## config.mk

```make
export PLATFORM = sky130hd
export DESIGN_NAME = palette_write_arbiter_flat
export DESIGN_NICKNAME = d
export VERILOG_FILES = /design/src/rtl/palette_write_arbiter_if.sv /design/src/rtl/palette_write_arbiter.sv /design/src/flat_wrapper.sv
export SDC_FILE = /design/constraint.sdc
export NUM_CORES = 1
export LEC_CHECK = 0
export BUFFER_PORTS_ARGS = -buffer_cell sky130_fd_sc_hd__buf_2
export CORE_MARGIN = 2
export CORE_UTILIZATION = 51
export DETAILED_ROUTE_END_ITERATION = 8
export PLACE_DENSITY = 0.95
export SYNTH_ARGS = -nofsm -noshare
export SYNTH_HDL_FRONTEND = slang
export SYNTH_SLANG_ARGS = --single-unit
```

## constraint.sdc

```tcl
create_clock -name i_clk -period 2.9 [get_ports i_clk]
set_input_delay 0.435 -clock i_clk [delete_from_list [all_inputs] [get_ports i_clk]]
set_output_delay 0.435 -clock i_clk [all_outputs]
set_load 0.01 [all_outputs]
```

## src/rtl/palette_write_arbiter_if.sv

```systemverilog
// Requester/palette-RAM bundle for palette_write_arbiter: request side
// (req/req_idx/req_rgb/gnt), blanking input, palette write port and busy flag.
interface palette_write_arbiter_if #(
  parameter int N_REQ   = 4,
  parameter int IDX_W   = 8,
  parameter int COLOR_W = 24
);
  logic [N_REQ-1:0]         req;
  logic [N_REQ*IDX_W-1:0]   req_idx;
  logic [N_REQ*COLOR_W-1:0] req_rgb;
  logic                     blank;
  logic [N_REQ-1:0]         gnt;
  logic                     pal_we;
  logic [IDX_W-1:0]         pal_addr;
  logic [COLOR_W-1:0]       pal_wdata;
  logic                     busy;

  modport master (
    output req, req_idx, req_rgb, blank,
    input  gnt, pal_we, pal_addr, pal_wdata, busy
  );

  modport slave (
    input  req, req_idx, req_rgb, blank,
    output gnt, pal_we, pal_addr, pal_wdata, busy
  );
endinterface

```

## src/rtl/palette_write_arbiter.sv

```systemverilog
// Round-robin arbiter sharing the palette RAM write port; writes are held until blanking.
// Optional macro PALWR_PROTECT_ZERO_EN: index 0 is never written but still granted.
module palette_write_arbiter #(
  parameter int N_REQ   = 4,
  parameter int IDX_W   = 8,
  parameter int COLOR_W = 24
) (
  input  logic                    i_clk,
  input  logic                    i_rst_n,
  palette_write_arbiter_if.slave  io_bus
);

  localparam int PTR_W = (N_REQ > 1) ? $clog2(N_REQ) : 1;

  typedef enum logic [1:0] {
    S_IDLE     = 2'd0,
    S_WAIT_BLK = 2'd1,
    S_WRITE    = 2'd2,
    S_ACK      = 2'd3
  } state_t;

  state_t             r_state;
  logic [PTR_W-1:0]   r_rr_ptr;
  logic [PTR_W-1:0]   r_win;
  logic [IDX_W-1:0]   r_idx;
  logic [COLOR_W-1:0] r_rgb;
  logic [N_REQ-1:0]   r_gnt;
  logic               r_pal_we;
  logic [IDX_W-1:0]   r_pal_addr;
  logic [COLOR_W-1:0] r_pal_wdata;
  logic               r_busy;

  logic               w_found;
  logic [PTR_W-1:0]   w_win;
  logic [PTR_W:0]     w_cand;
  logic [IDX_W-1:0]   w_sel_idx;
  logic [COLOR_W-1:0] w_sel_rgb;
  logic [PTR_W-1:0]   w_rr_next;
  logic [N_REQ-1:0]   w_gnt_onehot;
  logic               w_we_ok;

  // Search from r_rr_ptr upward, wrapping modulo N_REQ; first set req bit wins.
  always_comb begin
    w_found = 1'b0;
    w_win   = '0;
    w_cand  = '0;
    for (int i = 0; i < N_REQ; i++) begin
      w_cand = {1'b0, r_rr_ptr} + (PTR_W+1)'(i);
      if (w_cand >= (PTR_W+1)'(N_REQ)) begin
        w_cand = w_cand - (PTR_W+1)'(N_REQ);
      end else begin
        w_cand = w_cand;
      end
      if (!w_found && io_bus.req[w_cand[PTR_W-1:0]]) begin
        w_found = 1'b1;
        w_win   = w_cand[PTR_W-1:0];
      end else begin
        w_found = w_found;
      end
    end
  end

  // Winner's index/colour slices and the post-grant pointer.
  always_comb begin
    w_sel_idx    = io_bus.req_idx[w_win*IDX_W +: IDX_W];
    w_sel_rgb    = io_bus.req_rgb[w_win*COLOR_W +: COLOR_W];
    w_gnt_onehot = {{(N_REQ-1){1'b0}}, 1'b1} << r_win;
    if (r_win == PTR_W'(N_REQ-1)) begin
      w_rr_next = '0;
    end else begin
      w_rr_next = r_win + PTR_W'(1);
    end
  end

`ifdef PALWR_PROTECT_ZERO_EN
  assign w_we_ok = (r_idx != {IDX_W{1'b0}});
`else
  assign w_we_ok = 1'b1;
`endif

  // Transaction FSM; every output is a register updated on entry to its state.
  always_ff @(posedge i_clk or negedge i_rst_n) begin
    if (!i_rst_n) begin
      r_state     <= S_IDLE;
      r_rr_ptr    <= '0;
      r_win       <= '0;
      r_idx       <= '0;
      r_rgb       <= '0;
      r_gnt       <= '0;
      r_pal_we    <= 1'b0;
      r_pal_addr  <= '0;
      r_pal_wdata <= '0;
      r_busy      <= 1'b0;
    end else begin
      case (r_state)
        S_IDLE: begin
          r_gnt    <= '0;
          r_pal_we <= 1'b0;
          if (w_found) begin
            r_win   <= w_win;
            r_idx   <= w_sel_idx;
            r_rgb   <= w_sel_rgb;
            r_busy  <= 1'b1;
            r_state <= S_WAIT_BLK;
          end else begin
            r_busy  <= 1'b0;
            r_state <= S_IDLE;
          end
        end
        S_WAIT_BLK: begin
          r_gnt <= '0;
          // A withdrawn request is dropped silently and keeps its priority.
          if (!io_bus.req[r_win]) begin
            r_pal_we <= 1'b0;
            r_busy   <= 1'b0;
            r_state  <= S_IDLE;
          end else if (io_bus.blank) begin
            r_pal_we    <= w_we_ok;
            r_pal_addr  <= r_idx;
            r_pal_wdata <= r_rgb;
            r_state     <= S_WRITE;
          end else begin
            r_pal_we <= 1'b0;
            r_state  <= S_WAIT_BLK;
          end
        end
        S_WRITE: begin
          r_pal_we <= 1'b0;
          r_gnt    <= w_gnt_onehot;
          r_state  <= S_ACK;
        end
        S_ACK: begin
          r_gnt    <= '0;
          r_pal_we <= 1'b0;
          r_rr_ptr <= w_rr_next;
          r_busy   <= 1'b0;
          r_state  <= S_IDLE;
        end
        default: begin
          r_gnt    <= '0;
          r_pal_we <= 1'b0;
          r_busy   <= 1'b0;
          r_state  <= S_IDLE;
        end
      endcase
    end
  end

  assign io_bus.gnt       = r_gnt;
  assign io_bus.pal_we    = r_pal_we;
  assign io_bus.pal_addr  = r_pal_addr;
  assign io_bus.pal_wdata = r_pal_wdata;
  assign io_bus.busy      = r_busy;

endmodule
```

## src/flat_wrapper.sv

```systemverilog
// flat-port wrapper written by rule: the top's interface ports become plain ports
module palette_write_arbiter_flat 
#(
  parameter int N_REQ   = 4,
  parameter int IDX_W   = 8,
  parameter int COLOR_W = 24
)
  (i_clk, i_rst_n, io_bus_req, io_bus_req_idx, io_bus_req_rgb, io_bus_blank, io_bus_gnt, io_bus_pal_we, io_bus_pal_addr, io_bus_pal_wdata, io_bus_busy);
  palette_write_arbiter_if #(.N_REQ(N_REQ), .IDX_W(IDX_W), .COLOR_W(COLOR_W)) io_bus_i ();
  input  logic i_clk;
  input  logic i_rst_n;
  input wire logic [$bits(io_bus_i.req)-1:0] io_bus_req;
  input wire logic [$bits(io_bus_i.req_idx)-1:0] io_bus_req_idx;
  input wire logic [$bits(io_bus_i.req_rgb)-1:0] io_bus_req_rgb;
  input wire logic [$bits(io_bus_i.blank)-1:0] io_bus_blank;
  output wire logic [$bits(io_bus_i.gnt)-1:0] io_bus_gnt;
  output wire logic [$bits(io_bus_i.pal_we)-1:0] io_bus_pal_we;
  output wire logic [$bits(io_bus_i.pal_addr)-1:0] io_bus_pal_addr;
  output wire logic [$bits(io_bus_i.pal_wdata)-1:0] io_bus_pal_wdata;
  output wire logic [$bits(io_bus_i.busy)-1:0] io_bus_busy;
  assign io_bus_i.req = io_bus_req;
  assign io_bus_i.req_idx = io_bus_req_idx;
  assign io_bus_i.req_rgb = io_bus_req_rgb;
  assign io_bus_i.blank = io_bus_blank;
  assign io_bus_gnt = io_bus_i.gnt;
  assign io_bus_pal_we = io_bus_i.pal_we;
  assign io_bus_pal_addr = io_bus_i.pal_addr;
  assign io_bus_pal_wdata = io_bus_i.pal_wdata;
  assign io_bus_busy = io_bus_i.busy;
  palette_write_arbiter #(.N_REQ(N_REQ), .IDX_W(IDX_W), .COLOR_W(COLOR_W)) u_core (.i_clk(i_clk), .i_rst_n(i_rst_n), .io_bus(io_bus_i));
endmodule
```

==> metrics.txt <==
Post-CTS Hold Buffers=0; ys flop type=dfrtp_1; via count=3156; Peak VDD IR=0.000531 V; sw frac=0.382; # port buffers=172; chip width=91.9 microns; Post-CTS Setup Inserts=0; first-pass GRT wire length=14800 microns; residual DRC count=0; DP HPWL=about 7000 microns; Total Nets Final=just over 600; Synth Area per Inst=approximately 13 sq um; Die Area=0.00844 sq mm; Hold Crit Class=primary input to async pin; GR Util met3=0.0477; # rows=32; total of max-cap violations=0; CTS H-tree depth=3; Synth warnings=0; clock share of power=0.156; xor and xnor area share after synthesis=0; met2 usage=0.397; Synth Area in Simple Gates=0.0604; final hold vios=0; commonest cells after routing, fill and taps aside=buf_2 (171), dfrtp_1 (76), mux2i_1 (63); internal power=roughly 3100 uW; CP max FO=20; Worst Tran Pin Value=approximately 0.92 ns; Clock transition at path regs=approximately 0.09 ns; busiest grt layer=met2; DRT antenna net count=0; drt first pass iters=5; crit path DAT=around 2.4 ns; Flop pwr share=0.374; pin count of the biggest net entering global routing=77; chip height=91.9 microns; Synth Area in Compound Gates=0.145; Yosys reg bits=76; Initial DRC Count=around 120; final wirelength=between 9000 and 10000 microns; adder-cell area share of the yosys netlist=0.0127; GP Congestion=~0.83; Finished Layout Cells=just under 600; Netlist Area Pre-Place=0.00394 sq mm; Static Leak=around 0.0026 uW; layout cells sized above 1=0.545; reg2reg setup slack=0.75 ns; Max Root-Sink Buffers=2; total grt overflow=0; initial antenna violation count=0; final period utilization=0.741; commonest non-fill, non-tap cell in the layout=buf_2; Worst-Skew Late Latency=between 0.3 and 0.4 ns; setup slack after layout=roughly 0.75 ns; CTS sink cnt=76; Starting Density=0.518; Tmin final=2.15 ns; fin. max-slew vios=0; Ports=between 150 and 200; clock skew=between 0.01 and 0.015 ns; sequential fraction of the synthesis area=0.483; startpoint types=register; Psw=1890 uW; hold_ws=between 0.2 and 0.25 ns; post_cts resized=0; Power Density=975 mW/mm^2; Required @ worst endpoint=around 3.1 ns; post-synthesis mux area share=0.263; Total Routing Usage GR=0.220; Antenna Cells=0; pre-CTS WS=just over 0.6 ns; Clock Root Buffer=clkbuf_8; unrepaired setup endpoints after global routing=no; syn nets=approximately 450; Setup CP Type=register to register; final core utilization=0.669; cell count after placement=around 570; relative slew slack=0.387; met1 usage=0.257; Max Clk Rate=approximately 470 MHz; Core Region=around 0.0076 sq mm; wire per inst=approximately 16 microns; crit end category=register; Num CTS Buffers=9; largest family of logic cells by synthesized area=multiplexers; CTS tree=yes; status=finished clean; number of flops mapped to enable cells by yosys=0; Via density=5.39; final setup fails=0; logic gate share of total power=0.470; Cells after Synth=about 310; Sum Neg Setup Slack=0 ns; Synth async-reset ratio=1.00; Synth-to-Final Area Change=29.1%; post-synth cell types=31; vias in the first global route=3265
[metrics by stage]
step | instance area (sq um) | power [uW]
after floorplan | 3940 | 3520
after global placement | 4890 | 4080
after detailed placement | 4890 | 4230
after CTS | 5090 | 5010
after global routing | 5090 | 5300
final | 5090 | 4960
[cell usage after synthesis (all sizes together), types with 2 or more instances]
cell type | count | area share
and2 | 4 | 0.0064
nand2 | 36 | 0.034
o221ai | 31 | 0.11
or3 | 3 | 0.0048
inv | 5 | 0.0048
mux2 | 34 | 0.097
dfrtp | 76 | 0.48
nor3 | 2 | 0.0025
nand2b | 2 | 0.0032
a21oi | 3 | 0.0038
a21o | 2 | 0.0038
clkbuf | 6 | 0.0057
o2bb2ai | 2 | 0.0044
o21ai | 6 | 0.0076
buf | 15 | 0.025
nor2 | 3 | 0.0029
mux2i | 63 | 0.16
ha | 4 | 0.013
o31ai | 2 | 0.0038
[worst paths after layout]
kind,from,endpoint,cells past startpoint
max in group asynchronous,i_rst_n,u_core.io_bus.pal_wdata[17]$_DFFE_PN0P_,1
hold / removal,i_rst_n,u_core.r_rgb[4]$_DFFE_PN0P_,1
hold reg to reg,u_core.r_rgb[19]$_DFFE_PN0P_,u_core.r_rgb[19]$_DFFE_PN0P_,2
setup / recovery,u_core.r_rr_ptr[1]$_DFFE_PN0P_,u_core.r_rgb[6]$_DFFE_PN0P_,7
setup reg to reg,u_core.r_rr_ptr[1]$_DFFE_PN0P_,u_core.r_rgb[6]$_DFFE_PN0P_,7
min in group i_clk,io_bus_blank,u_core.r_state[0]$_DFF_PN0_,2
[critical path, cell delays in order, from the launching register on]
cell and delay [ns]:
dfrtp_1 0.45, nand2b_1 0.21, a21o_1 0.23, nand2_4 0.09, buf_4 0.24, buf_4 0.36
mux2i_1 0.31, o221ai_2 0.13
[final cells by class]
| type | instances | area [sq um] |
|---|---|---|
| clock inverters | 7 | 67.6 |
| clock buffers | 9 | 124 |
| inverters | 5 | 18.8 |
| flip-flops and latches | 76 | 1900 |
| well taps | 102 | 128 |
| fillers | 570 | 2520 |
| repair buffers | 181 | 931 |
| multi-input cells | 205 | 1920 |
[registers in the layout, summed over array words and instances, names as in the netlist, named ones only]
register / flops
u_core.r_idx: 8
u_core.io_bus.busy: 1
u_core.r_rgb: 24
u_core.r_state: 1
u_core.r_rr_ptr: 2
u_core.r_win: 2
u_core.io_bus.pal_wdata: 24
u_core.io_bus.pal_we: 1
u_core.io_bus.pal_addr: 8
u_core.io_bus.gnt: 4
[per-layer routing]
layer / routed length [microns] / vias up
met5: 0 / -
met4: 150 / 0
met3: 591 / 18
met2: 4880 / 128
met1: 3570 / 1526
li1: - / 1484
[cells by family (layout without fill, tap and decap cells)]
group                      after synthesis  in the layout
muxes                                   98             98
buffers and inverters                   26            202
AOI/OAI and AO/OA                       49             49
DFF                                     76             76
and+or+nand+nor                         54             54
adders and majority gates                4              4
[power groups by stage]
stage	combinational (uW)	sequential, uW	clock (uW)
after CTS	2370	1850	793
after global routing	2560	1910	837
after global placement	2250	1830	0
final	2330	1860	774
after detailed placement	2370	1870	0
after floorplan	1630	1890	0
Note: power is estimated with default switching activity, not from simulation.
